<file path="src/rtl/bk_adder_pipe_pkg.sv">
// Shared definitions for the pipelined Brent-Kung adder/subtractor.
// Holds the operation encoding, a constant log2 helper, the width legality
// check and the prefix (group generate/propagate) combine operator.
package bk_adder_pipe_pkg;

  typedef enum logic {
    OP_ADD = 1'b0,
    OP_SUB = 1'b1
  } op_e;

  // Ceiling log2, usable in constant expressions.
  function automatic int clog2(input int n);
    int r;
    r = 0;
    for (int k = 0; k < 32; k++) begin
      if ((1 << r) < n) r = r + 1;
    end
    return r;
  endfunction

  // Legal operand widths: powers of two from 4 to 128.
  function automatic bit width_ok(input int w);
    return (w >= 4) && (w <= 128) && ((w & (w - 1)) == 0);
  endfunction

  // Prefix operator: high group (gh,ph) absorbs low group (gl,pl).
  // Returns {G, P}.
  function automatic logic [1:0] pg_op(input logic gh, input logic ph,
                                       input logic gl, input logic pl);
    return {gh | (ph & gl), ph & pl};
  endfunction

endpackage

</file>
<file path="src/rtl/bk_prefix_tree.sv">
// Combinational Brent-Kung prefix tree, split at the up-sweep/down-sweep
// boundary so the parent can place a register between the two halves.
// Up-sweep: log2(WIDTH) levels; down-sweep: log2(WIDTH)-1 levels.
module bk_prefix_tree
  import bk_adder_pipe_pkg::*;
#(
  parameter int WIDTH = 32
) (
  input  logic [WIDTH-1:0] g_in,
  input  logic [WIDTH-1:0] p_in,
  output logic [WIDTH-1:0] g_up,
  output logic [WIDTH-1:0] p_up,
  input  logic [WIDTH-1:0] g_mid,
  input  logic [WIDTH-1:0] p_mid,
  output logic [WIDTH-1:0] g_pre,
  output logic [WIDTH-1:0] p_pre
);

  localparam int LVLS = clog2(WIDTH);

  // Up-sweep: at level l, every position with (i+1) a multiple of 2^(l+1)
  // absorbs the group ending 2^l below it. Updated in place; the partner
  // position is never written within the same level.
  always_comb begin : up_sweep
    logic [1:0] gp;
    g_up = g_in;
    p_up = p_in;
    gp   = 2'b00;
    for (int l = 0; l < LVLS; l++) begin
      for (int i = 0; i < WIDTH; i++) begin
        if (((i + 1) % (1 << (l + 1))) == 0) begin
          gp      = pg_op(g_up[i], p_up[i], g_up[i-(1<<l)], p_up[i-(1<<l)]);
          g_up[i] = gp[1];
          p_up[i] = gp[0];
        end
      end
    end
  end

  // Down-sweep: fill in the positions midway between completed prefixes,
  // widest spacing first, so every position ends up holding prefix [i:0].
  always_comb begin : down_sweep
    logic [1:0] gp;
    g_pre = g_mid;
    p_pre = p_mid;
    gp    = 2'b00;
    for (int l = LVLS - 2; l >= 0; l--) begin
      for (int i = 0; i < WIDTH; i++) begin
        if ((((i + 1) % (1 << (l + 1))) == (1 << l)) && (i > (1 << l))) begin
          gp       = pg_op(g_pre[i], p_pre[i], g_pre[i-(1<<l)], p_pre[i-(1<<l)]);
          g_pre[i] = gp[1];
          p_pre[i] = gp[0];
        end
      end
    end
  end

endmodule

</file>
<file path="src/rtl/bk_adder_pipe.sv">
// Pipelined Brent-Kung adder/subtractor with valid/ready on both sides.
// Latency 2+REG_MID cycles; throughput one beat per cycle.
// Backpressure ripples combinationally from out_ready to in_ready; empty stages always load.
module bk_adder_pipe
  import bk_adder_pipe_pkg::*;
#(
  parameter int WIDTH   = 32,
  parameter int REG_MID = 1
) (
  input  logic             clk,
  input  logic             rst_n,
  input  logic             in_valid,
  output logic             in_ready,
  input  logic [WIDTH-1:0] in_a,
  input  logic [WIDTH-1:0] in_b,
  input  logic             in_cin,
  input  logic             in_sub,
  output logic             out_valid,
  input  logic             out_ready,
  output logic [WIDTH-1:0] out_sum,
  output logic             out_cout,
  output logic             out_ovf
);

  if (!width_ok(WIDTH)) begin : g_bad_width
    $error("bk_adder_pipe: WIDTH must be a power of two between 4 and 128");
  end

  // Operand conditioning: subtraction is A + ~B + ~borrow.
  logic             is_sub;
  logic [WIDTH-1:0] b_eff;
  logic             c0_in;
  assign is_sub = (op_e'(in_sub) == OP_SUB);
  assign b_eff  = is_sub ? ~in_b : in_b;
  assign c0_in  = is_sub ? ~in_cin : in_cin;

  // Stage S0 state
  logic             s0_v;
  logic [WIDTH-1:0] s0_p;
  logic [WIDTH-1:0] s0_g;
  logic             s0_c0;

  // Mid boundary (registered or straight through)
  logic             mid_v;
  logic [WIDTH-1:0] mid_g;
  logic [WIDTH-1:0] mid_p;
  logic [WIDTH-1:0] mid_bp;
  logic             mid_c0;

  logic             out_ld;
  logic             adv_s0;
  logic [WIDTH-1:0] up_g;
  logic [WIDTH-1:0] up_p;
  logic [WIDTH-1:0] pre_g;
  logic [WIDTH-1:0] pre_p;
  logic [WIDTH:0]   carry;

  // Output register loads whenever it is empty or being drained.
  assign out_ld   = !out_valid || out_ready;
  assign in_ready = !s0_v || adv_s0;

  // S0: capture bitwise propagate/generate and the effective carry-in on accept.
  always_ff @(posedge clk or negedge rst_n) begin
    if (!rst_n) begin
      s0_v  <= 1'b0;
      s0_p  <= '0;
      s0_g  <= '0;
      s0_c0 <= 1'b0;
    end else if (in_ready) begin
      s0_v <= in_valid;
      if (in_valid) begin
        s0_p  <= in_a ^ b_eff;
        s0_g  <= in_a & b_eff;
        s0_c0 <= c0_in;
      end
    end
  end

  bk_prefix_tree #(
    .WIDTH(WIDTH)
  ) u_tree (
    .g_in (s0_g),
    .p_in (s0_p),
    .g_up (up_g),
    .p_up (up_p),
    .g_mid(mid_g),
    .p_mid(mid_p),
    .g_pre(pre_g),
    .p_pre(pre_p)
  );

  if (REG_MID != 0) begin : g_mid_reg
    logic             s1_v;
    logic [WIDTH-1:0] s1_g;
    logic [WIDTH-1:0] s1_p;
    logic [WIDTH-1:0] s1_bp;
    logic             s1_c0;

    // S1: hold the up-sweep group terms plus what the sum stage still needs.
    always_ff @(posedge clk or negedge rst_n) begin
      if (!rst_n) begin
        s1_v  <= 1'b0;
        s1_g  <= '0;
        s1_p  <= '0;
        s1_bp <= '0;
        s1_c0 <= 1'b0;
      end else if (!s1_v || out_ld) begin
        s1_v <= s0_v;
        if (s0_v) begin
          s1_g  <= up_g;
          s1_p  <= up_p;
          s1_bp <= s0_p;
          s1_c0 <= s0_c0;
        end
      end
    end

    assign adv_s0 = !s1_v || out_ld;
    assign mid_v  = s1_v;
    assign mid_g  = s1_g;
    assign mid_p  = s1_p;
    assign mid_bp = s1_bp;
    assign mid_c0 = s1_c0;
  end else begin : g_mid_wire
    assign adv_s0 = out_ld;
    assign mid_v  = s0_v;
    assign mid_g  = up_g;
    assign mid_p  = up_p;
    assign mid_bp = s0_p;
    assign mid_c0 = s0_c0;
  end

  // Carry into bit i+1 is the prefix [i:0] applied to the carry-in.
  assign carry = {pre_g | (pre_p & {WIDTH{mid_c0}}), mid_c0};

  // Output stage: sum, carry-out and signed overflow, held while stalled.
  always_ff @(posedge clk or negedge rst_n) begin
    if (!rst_n) begin
      out_valid <= 1'b0;
      out_sum   <= '0;
      out_cout  <= 1'b0;
      out_ovf   <= 1'b0;
    end else if (out_ld) begin
      out_valid <= mid_v;
      if (mid_v) begin
        out_sum  <= mid_bp ^ carry[WIDTH-1:0];
        out_cout <= carry[WIDTH];
        out_ovf  <= carry[WIDTH] ^ carry[WIDTH-1];
      end
    end
  end

endmodule
</file>
<file path="config.mk">
export PLATFORM = sky130hd
export DESIGN_NAME = bk_adder_pipe
export DESIGN_NICKNAME = d
export VERILOG_FILES = /design/src/rtl/bk_adder_pipe_pkg.sv /design/src/rtl/bk_prefix_tree.sv /design/src/rtl/bk_adder_pipe.sv
export SDC_FILE = /design/constraint.sdc
export NUM_CORES = 1
export LEC_CHECK = 0
export ABC_AREA = 1
export CAP_MARGIN = 30
export CORE_ASPECT_RATIO = 0.6
export CORE_MARGIN = 3
export CORE_UTILIZATION = 45
export CTS_BUF_LIST = sky130_fd_sc_hd__clkbuf_4 sky130_fd_sc_hd__clkbuf_8
export DETAILED_ROUTE_END_ITERATION = 7
export GPL_TIMING_DRIVEN = 0
export MAX_ROUTING_LAYER = met4
export PLACE_DENSITY = 0.75
export SKIP_LAST_GASP = 1
export SYNTH_ARGS = -nofsm -noshare
export SYNTH_HDL_FRONTEND = slang
export SYNTH_SLANG_ARGS = --single-unit
</file>
<file path="constraint.sdc">
create_clock -name clk -period 1.3 [get_ports clk]
set_input_delay 0.26 -clock clk [delete_from_list [all_inputs] [get_ports clk]]
set_output_delay 0.26 -clock clk [all_outputs]
set_load 0.005 [all_outputs]
</file>
# Word level (Yosys, flattened, before mapping)

Cells that the tools add are included.
W data, S select, Z words.

Bitwise operators: 179
Multiplexer cells: 2
Reduce and logical (&&, ||, !) cells: 9

Operators with widths:

| kind               | number |
|---|---|
| $and A1 B1 Y1      | 114 |
| $and A32 B32 Y32   | 2 |
| $xor A32 B32 Y32   | 2 |
| $or A1 B1 Y1       | 57 |
| $mux W32           | 1 |
| $not A32 Y32       | 1 |
| $or A32 B32 Y32    | 1 |
| $reduce_and A2 Y1  | 3 |
| $logic_not A1 Y1   | 3 |
| $logic_or A1 B1 Y1 | 3 |
| $mux W1            | 1 |
| $not A1 Y1         | 1 |
| $xor A1 B1 Y1      | 1 |

Logic and storage cells: 203
Output and inout bits: 36
Bits in registers: 199

# Logic depth before layout (Yosys ltp)

Gate-level depths: netlist of run 1.

Depth after elaboration: 10
Gate-level depth with buffers: 12

# Modules after synthesis

From an unflattened synthesis of run 1, not the netlist that was laid out.

Cells, all modules: 1316
Area total of the unflattened synthesis: 10500.1 µm²

Modules (own cells, without submodules):

| module         | area each (µm²) | seq. area each (µm²) | cells each | times used |
|---|---|---|---|---|
| bk_adder_pipe  | 9241.4          | 4979.8               | 1091       | 1 |
| bk_prefix_tree | 1258.7          | 0.0                  | 225        | 1 |

# Worst setup path before layout of run 1

Ideal clock, no wire load.

Kind: input -> register
Start: input port in_sub
End: register s0_p[13]
Setup slack: 0.007 ns
Stages: 6
Required time: 1.169 ns
Arrival time: 1.163 ns
Library setup time: 0.131 ns
Path through: buf_2 > buf_2 > xor2_1 > ha_1 > nand2_1 > o21ai_0

Cells in the longest elaborated chain, start to end: 2

RTL lines:

| element                | line                | RTL |
|---|---|---|
| start: declaration     | bk_adder_pipe.sv:17 | `input logic in_sub,` |
| $mux W32               | bk_adder_pipe.sv:34 | `assign b_eff = is_sub ? ~in_b : in_b;` |
| $xor A32 B32 Y32       | bk_adder_pipe.sv:72 | `s0_p <= in_a ^ b_eff;` |
| end signal: assignment | bk_adder_pipe.sv:72 |  |
| end: declaration       | bk_adder_pipe.sv:39 | `logic [WIDTH-1:0] s0_p;` |

Every way passes these cells.
A chain may end at the register's enable or synchronous reset.

# Worst setup path after layout of run 1

Start: register g_mid_reg.s1_v
End: register g_mid_reg.s1_g[31]

Cells in the longest elaborated chain, start to end: 3

RTL lines:

| element                            | line                 | RTL |
|---|---|---|
| start: declaration                 | bk_adder_pipe.sv:93  | `logic s1_v;` |
| start signal: assignment           | bk_adder_pipe.sv:108 | `s1_v <= s0_v;` |
| $logic_not A1 Y1                   | bk_adder_pipe.sv:107 | `end else if (!s1_v \|\| out_ld) begin` |
| $logic_or A1 B1 Y1                 | bk_adder_pipe.sv:107 |  |
| $reduce_and A2 Y1 (no source line) | -                    |  |
| end signal: assignment             | bk_adder_pipe.sv:110 | `s1_g <= up_g;` |
| end: declaration                   | bk_adder_pipe.sv:94  | `logic [WIDTH-1:0] s1_g;` |

Every way passes these cells.

==> impl_metrics.env, run 1 <==
export IMPL_clkSlewWorstSetupHoldPaths_ps=100
export IMPL_rsz0062_at_grt="true"
export IMPL_cap_violations=0
export IMPL_die_w_um=183.9
export IMPL_hpwlAfterDp_um=18170
export IMPL_setup_viol=155
export IMPL_synth_edf_count=0
export IMPL_synth_fa_ha_area_frac=0.04834
export IMPL_startpoint_type="register"
export IMPL_antenna_cells=0
export IMPL_synth_simple_area_share=0.1957
export IMPL_worst_pin_slew_ps=610.9
export IMPL_max_freq_mhz=655.3
export IMPL_grt_use_total=0.2636
export IMPL_yosysWarnings=0
export IMPL_hold_path_class="in -> async"
export IMPL_fin_crit_ps=1526
export IMPL_rows=38
export IMPL_root_buffer="clkbuf_8"
export IMPL_grt_max_degree=109
export IMPL_netlist_area_um2=8541
export IMPL_run_status="complete, but fails checks"
export IMPL_gr_total_overflow=0
export IMPL_post_route_drc_count=0
export IMPL_drv_slew=0
export IMPL_num_io_pins=106
export IMPL_instances_no_fill=1424
export IMPL_violations="negative hold slack, negative setup slack"
export IMPL_insertion_delay_ps=470
export IMPL_vias=7632
export IMPL_setup_tns_ps=-12070
export IMPL_yosys_area_share_xor_xnor=0.05230
export IMPL_grt_pass1_wl_um=40370
export IMPL_ys_flop_type="dfrtp_1"
export IMPL_clock_skew_ps=18.12
export IMPL_gp_congestion=0.8951
export IMPL_clock_sinks=183
export IMPL_synth_compound_area_frac=0.1033
export IMPL_routed_wl_um=27680
export IMPL_initial_utilization=0.4654
export IMPL_drt_iter0_drc=854
export IMPL_die_area_um2=20720
export IMPL_fp_coreArea_um2=18350
export IMPL_nets=1274
export IMPL_placed_area_um2=9915
export IMPL_die_h_um=112.7
export IMPL_synthArstFlopShare=1.000
export IMPL_cts_made_buffers=17
export IMPL_grt_pass1_vias=7072
export IMPL_synthCells=963
export IMPL_ys_seq_area_frac=0.5362
export IMPL_yosys_register_bits=183
export IMPL_cellPowerDensity_nw_per_um2=1821
export IMPL_synth_mux_area_frac=0
export IMPL_clock_path_buffers=2
export IMPL_drt_pass1_iter_count=6
export IMPL_drt_antenna_violating_nets=0
export IMPL_holdWs_ps=-271.5
export IMPL_port_buffers=104
export IMPL_synth_top_family_by_area="simple AND/OR/NAND/NOR gates"
export IMPL_wl_per_cell_um=19.44
export IMPL_cellLeakagePower_nw=5.842
export IMPL_vias_per_cell=5.360
export IMPL_drive_above_1_share=0.2905
export IMPL_fin_total_pwr_mw=21.67
export IMPL_area_delta_synth_final_pct=39.36
export IMPL_antenna_found_initial=0
export IMPL_relSlewSlack=0.5927
export IMPL_crit_type="reg -> reg"
export IMPL_pre_cts_ws_ps=-662.1
export IMPL_end_kind="register"
export IMPL_hold_violations=75
export IMPL_cp_required_ps=1660
export IMPL_synth_nets=1066
export IMPL_avgSynthCellArea_um2=8.869
export IMPL_cts_tree="built"
export IMPL_critPathArrivalTime_ps=1880
export IMPL_synth_cell_types=34
export IMPL_post_route_cell_area_um2=11900
export IMPL_fin_crit_sh=1.174
export IMPL_dp_cells=1308
export IMPL_timing_final_ws_setup_ps=-226.1
export IMPL_peakVddDrop_mv=0.9519
export IMPL_cp_max_fo=5
export IMPL_final_core_util=0.6486
export IMPL_nFillCells=1406
export IMPL_htree_levels=4
-- cells by family (layout without fill, tap and decap cells) --
| family | count (synthesis) | after routing |
|---|---|---|
| compound gates | 161 | 161 |
| xor+xnor | 51 | 51 |
| fa+ha+maj | 33 | 33 |
| buf+inv | 119 | 340 |
| flops | 183 | 183 |
| simple gates | 416 | 416 |
-- cell usage in the layout (no fill, tap or decap), types with 21 or more instances in the layout --
cell type | Yosys | final
buf_2 | 22 | 38
buf_4 | 0 | 60
buf_6 | 9 | 28
buf_8 | 0 | 21
clkbuf_8 | 0 | 23
clkdlybuf4s50_1 | 0 | 67
dfrtp_1 | 183 | 177
ha_1 | 33 | 33
inv_1 | 73 | 69
nand2_1 | 339 | 274
nand2_2 | 4 | 58
nor2_1 | 29 | 23
o21ai_0 | 108 | 50
o21ai_1 | 10 | 56
xor2_1 | 48 | 43
-- cells in the mapped netlist, types with 2 or more instances --
master | count | area (um2)
nand2_2 | 4 | 25.02
clkbuf_1 | 9 | 33.78
nor3_1 | 3 | 15.01
nand3_1 | 27 | 135.1
a21oi_2 | 3 | 26.28
o21ai_1 | 10 | 50.05
nor2_1 | 29 | 108.9
xor2_1 | 48 | 420.4
o21ai_2 | 6 | 52.55
xnor2_1 | 3 | 26.28
ha_1 | 33 | 412.9
or2_0 | 2 | 12.51
o21bai_1 | 9 | 67.56
a21oi_1 | 16 | 80.08
inv_2 | 4 | 15.01
nand2_1 | 339 | 1272
buf_2 | 22 | 110.1
inv_1 | 73 | 274.0
nand4_1 | 5 | 31.28
buf_6 | 9 | 101.4
dfrtp_1 | 183 | 4579
a31oi_1 | 6 | 37.54
nor2_4 | 2 | 22.52
o21ai_0 | 108 | 540.5
-- what timing repair did --
| action | CTS | global route |
|---|---|---|
| setup buffers | 55 | 20 |
| pin swaps | 40 | 26 |
| gates resized for setup | 322 | 170 |
| endpoints found under the setup margin | 207 | 195 |
| hold endpoints to repair | 75 | 75 |
| cloned | 8 | 5 |
-- final timing paths --
kind / cells past startpoint / to / slack, ps / start
max in group asynchronous: 2 / g_mid_reg.s1_g[15]$_DFFE_PN0P_ / 620 / rst_n
worst min-delay path: 1 / out_sum[5]$_DFFE_PN0P_ / -270 / rst_n
worst min register to register: 2 / out_sum[16]$_DFFE_PN0P_ / 500 / out_sum[16]$_DFFE_PN0P_
min in group clk: 3 / s0_c0$_DFFE_PN0P_ / 280 / in_sub
worst max register to register: 10 / g_mid_reg.s1_g[31]$_DFFE_PN0P_ / -230 / g_mid_reg.s1_v$_DFFE_PN0P_
worst max-delay path: 10 / g_mid_reg.s1_g[31]$_DFFE_PN0P_ / -230 / g_mid_reg.s1_v$_DFFE_PN0P_
-- sequential cells by signal, indices dropped and copies added (netlist names) --
signal	cells
g_mid_reg.s1_bp	16
g_mid_reg.s1_c0	1
g_mid_reg.s1_g	32
g_mid_reg.s1_p	32
g_mid_reg.s1_v	1
out_cout	1
out_ovf	1
out_sum	32
out_valid	1
s0_c0	1
s0_g	32
s0_p	32
s0_v	1
-- final cells by class --
cell class	instances	area [um2]	area share
repair buffers	191	1834	0.1541
inverters	78	315.3	0.02649
clock buffers	21	289.0	0.02428
well taps	240	300.3	0.02523
multi-input cells	661	3988	0.3350
clock inverters	11	111.4	0.009356
flip-flops and latches	183	4587	0.3854
plain buffers	39	478.0	0.04016
-- where the power goes --
part           switching (mW)  leakage, nW  total, mW  internal [mW]
clock network            2.21        0.205       3.97           1.76
logic                    4.74         3.33       8.90           4.16
registers                1.43         2.31       8.80           7.37
-- critical path, stage by stage (launching register included) --
cell      delay (ps)
dfrtp_1          430
buf_6            140
nand3_4           80
nand2_4           90
buf_6            150
nor2_4            70
o221ai_2          90
nor2_1           170
nand2_1           80
nand2_1           70
nand2_1           50
-- routing by layer --
layer / global-route usage / vias up / routed length (um)
li1: - / 3486 / -
met3: 0.09541 / 34 / 3348
met5: - / - / 0
met2: 0.3171 / 463 / 11110
met4: 0.04680 / 0 / 301
met1: 0.4197 / 3649 / 12930
Power figures use the tool's default switching activity.
==> inputs of run 2 (changes only) <==
- CORE_ASPECT_RATIO: 0.6 -> 0.5
==> impl_metrics.env, run 2 (same netlist as run 1, synthesis figures left out) <==
export IMPL_run_status="complete, but fails checks"
export IMPL_violations="negative hold slack, negative setup slack"
export IMPL_grt_pass1_wl_um=41220
export IMPL_initial_utilization=0.4746
export IMPL_worst_pin_slew_ps=698.8
export IMPL_dp_cells=1320
export IMPL_vias_per_cell=5.274
export IMPL_peakVddDrop_mv=0.9165
export IMPL_wl_per_cell_um=19.56
export IMPL_gp_congestion=0.9841
export IMPL_clock_path_buffers=2
export IMPL_die_h_um=103.4
export IMPL_fp_coreArea_um2=17990
export IMPL_drt_iter0_drc=890
export IMPL_clock_skew_ps=16.61
export IMPL_port_buffers=104
export IMPL_cap_violations=0
export IMPL_cp_max_fo=10
export IMPL_final_cell_mix="nand2_1 (316), dfrtp_1 (180), inv_1 (71), clkdlybuf4s50_1 (67), o21ai_1 (53)"
export IMPL_final_core_util=0.6385
export IMPL_cts_made_buffers=17
export IMPL_grt_pass1_vias=7056
export IMPL_holdWs_ps=-238.7
export IMPL_antenna_found_initial=0
export IMPL_end_kind="register"
export IMPL_die_w_um=200.8
export IMPL_drt_antenna_violating_nets=0
export IMPL_drv_slew=0
export IMPL_max_freq_mhz=633.7
export IMPL_startpoint_type="register"
export IMPL_hold_path_class="in -> async"
export IMPL_relSlewSlack=0.5341
export IMPL_instances_no_fill=1408
export IMPL_nets=1247
export IMPL_rsz0062_at_grt="true"
export IMPL_crit_type="reg -> reg"
export IMPL_root_buffer="clkbuf_8"
export IMPL_drt_pass1_iter_count=5
export IMPL_clock_sinks=183
export IMPL_vias=7426
export IMPL_cellLeakagePower_nw=5.648
export IMPL_drive_above_1_share=0.2249
export IMPL_grt_use_total=0.2707
export IMPL_timing_rr_start="out_valid$_DFFE_PN0P_"
export IMPL_fin_crit_sh=1.214
export IMPL_reg2reg_to="g_mid_reg.s1_p[27]$_DFFE_PN0P_"
export IMPL_hold_violations=87
export IMPL_fin_crit_ps=1578
export IMPL_clkSlewWorstSetupHoldPaths_ps=90
export IMPL_grt_max_degree=97
export IMPL_gr_total_overflow=0
export IMPL_num_io_pins=106
export IMPL_critPathArrivalTime_ps=1930
export IMPL_cts_tree="built"
export IMPL_startpoint="out_valid$_DFFE_PN0P_"
export IMPL_setup_viol=177
export IMPL_post_route_drc_count=0
export IMPL_antenna_cells=0
export IMPL_worst_r2r_setup_slack_ps=-280
export IMPL_rr_worst_depth=9
export IMPL_rows=34
export IMPL_cellPowerDensity_nw_per_um2=1829
export IMPL_insertion_delay_ps=460
export IMPL_area_delta_synth_final_pct=34.53
export IMPL_timing_final_ws_setup_ps=-278.1
export IMPL_routed_wl_um=27540
export IMPL_hpwlAfterDp_um=18790
export IMPL_cp_required_ps=1650
export IMPL_htree_levels=4
export IMPL_die_area_um2=20770
export IMPL_final_common_cell="nand2_1"
[run 2: cell types whose count changed in the layout (fill, tap and decap cells not counted), sizes merged, moves of 2 or more]
cell / delta
buf: -39
clkinvlp: +3
clkinv: -3
bufbuf: +3
bufinv: +2
clkbuf: +3
[run 2: routing by layer]
layer	vias up	part of all wire	GRT usage
met5	-	0	-
met1	3591	0.47	0.3949
met3	39	0.11	0.09065
met2	353	0.41	0.3630
met4	0	0.014	0.05930
li1	3443	-	-
[run 2: per-stage QoR]
stage,setup WS (ps),area (um2),power (mW),hold slack (ps),TNS [ps]
detailed placement,-711.5,9930,15.09,309.6,-92970
global route,-318.7,11490,22.19,-167.7,-37270
CTS,-225.1,11020,19.96,-183.8,-20700
global placement,-7427,9897,14.87,456.1,-1447380
floorplan,6.564,8541,11.89,-35.59,0
finish,-278.1,11490,21.02,-238.7,-23440
[run 2: where the power goes]
part / total [mW] / internal, mW / leakage (nW) / switching [mW]
Combinational: 8.24 / 3.74 / 3.14 / 4.50
Clock: 4.04 / 1.93 / 0.196 / 2.11
Sequential: 8.73 / 7.36 / 2.31 / 1.37
[run 2: cell type report]
| type | instances | area [um2] |
|---|---|---|
| fill | 1446 | 6505 |
| sequential | 183 | 4583 |
| multi-input combinational | 662 | 3766 |
| timing repair buffer | 160 | 1536 |
| buffer | 41 | 549.3 |
| inverter | 78 | 317.8 |
| tap | 252 | 315.3 |
| clock buffer | 18 | 241.5 |
| clock inverter | 13 | 168.9 |
| timing repair inverter | 1 | 11.26 |
[run 2: worst max path at each step]
stage                                           to  slack [ps]  cells after the start
floorplan                     s0_p[13]$_DFFE_PN0P_           7                      6
global placement           out_sum[29]$_DFFE_PN0P_       -7430                      1
detailed placement             s0_p[9]$_DFFE_PN0P_        -710                      7
CTS                 g_mid_reg.s1_g[31]$_DFFE_PN0P_        -230                     11
global route        g_mid_reg.s1_p[31]$_DFFE_PN0P_        -320                      9
finish              g_mid_reg.s1_p[27]$_DFFE_PN0P_        -280                      9
[run 2: critical path, cell delays in order (launching register included)]
cell and delay, ps:
dfrtp_1 390, buf_4 140, buf_4 140, nand3_4 100, nand2_8 80, inv_4 100
buf_8 160, buf_8 150, nand2_1 80, o21ai_0 130
[run 2: what timing repair did]
item | in CTS | in global routing
resized for setup | 291 | 101
pin swaps | 10 | 7
setup buffers | 35 | 9
hold endpoints to repair | 87 | 87
endpoints found under the setup margin | 204 | 188
gates cloned | 8 | 6
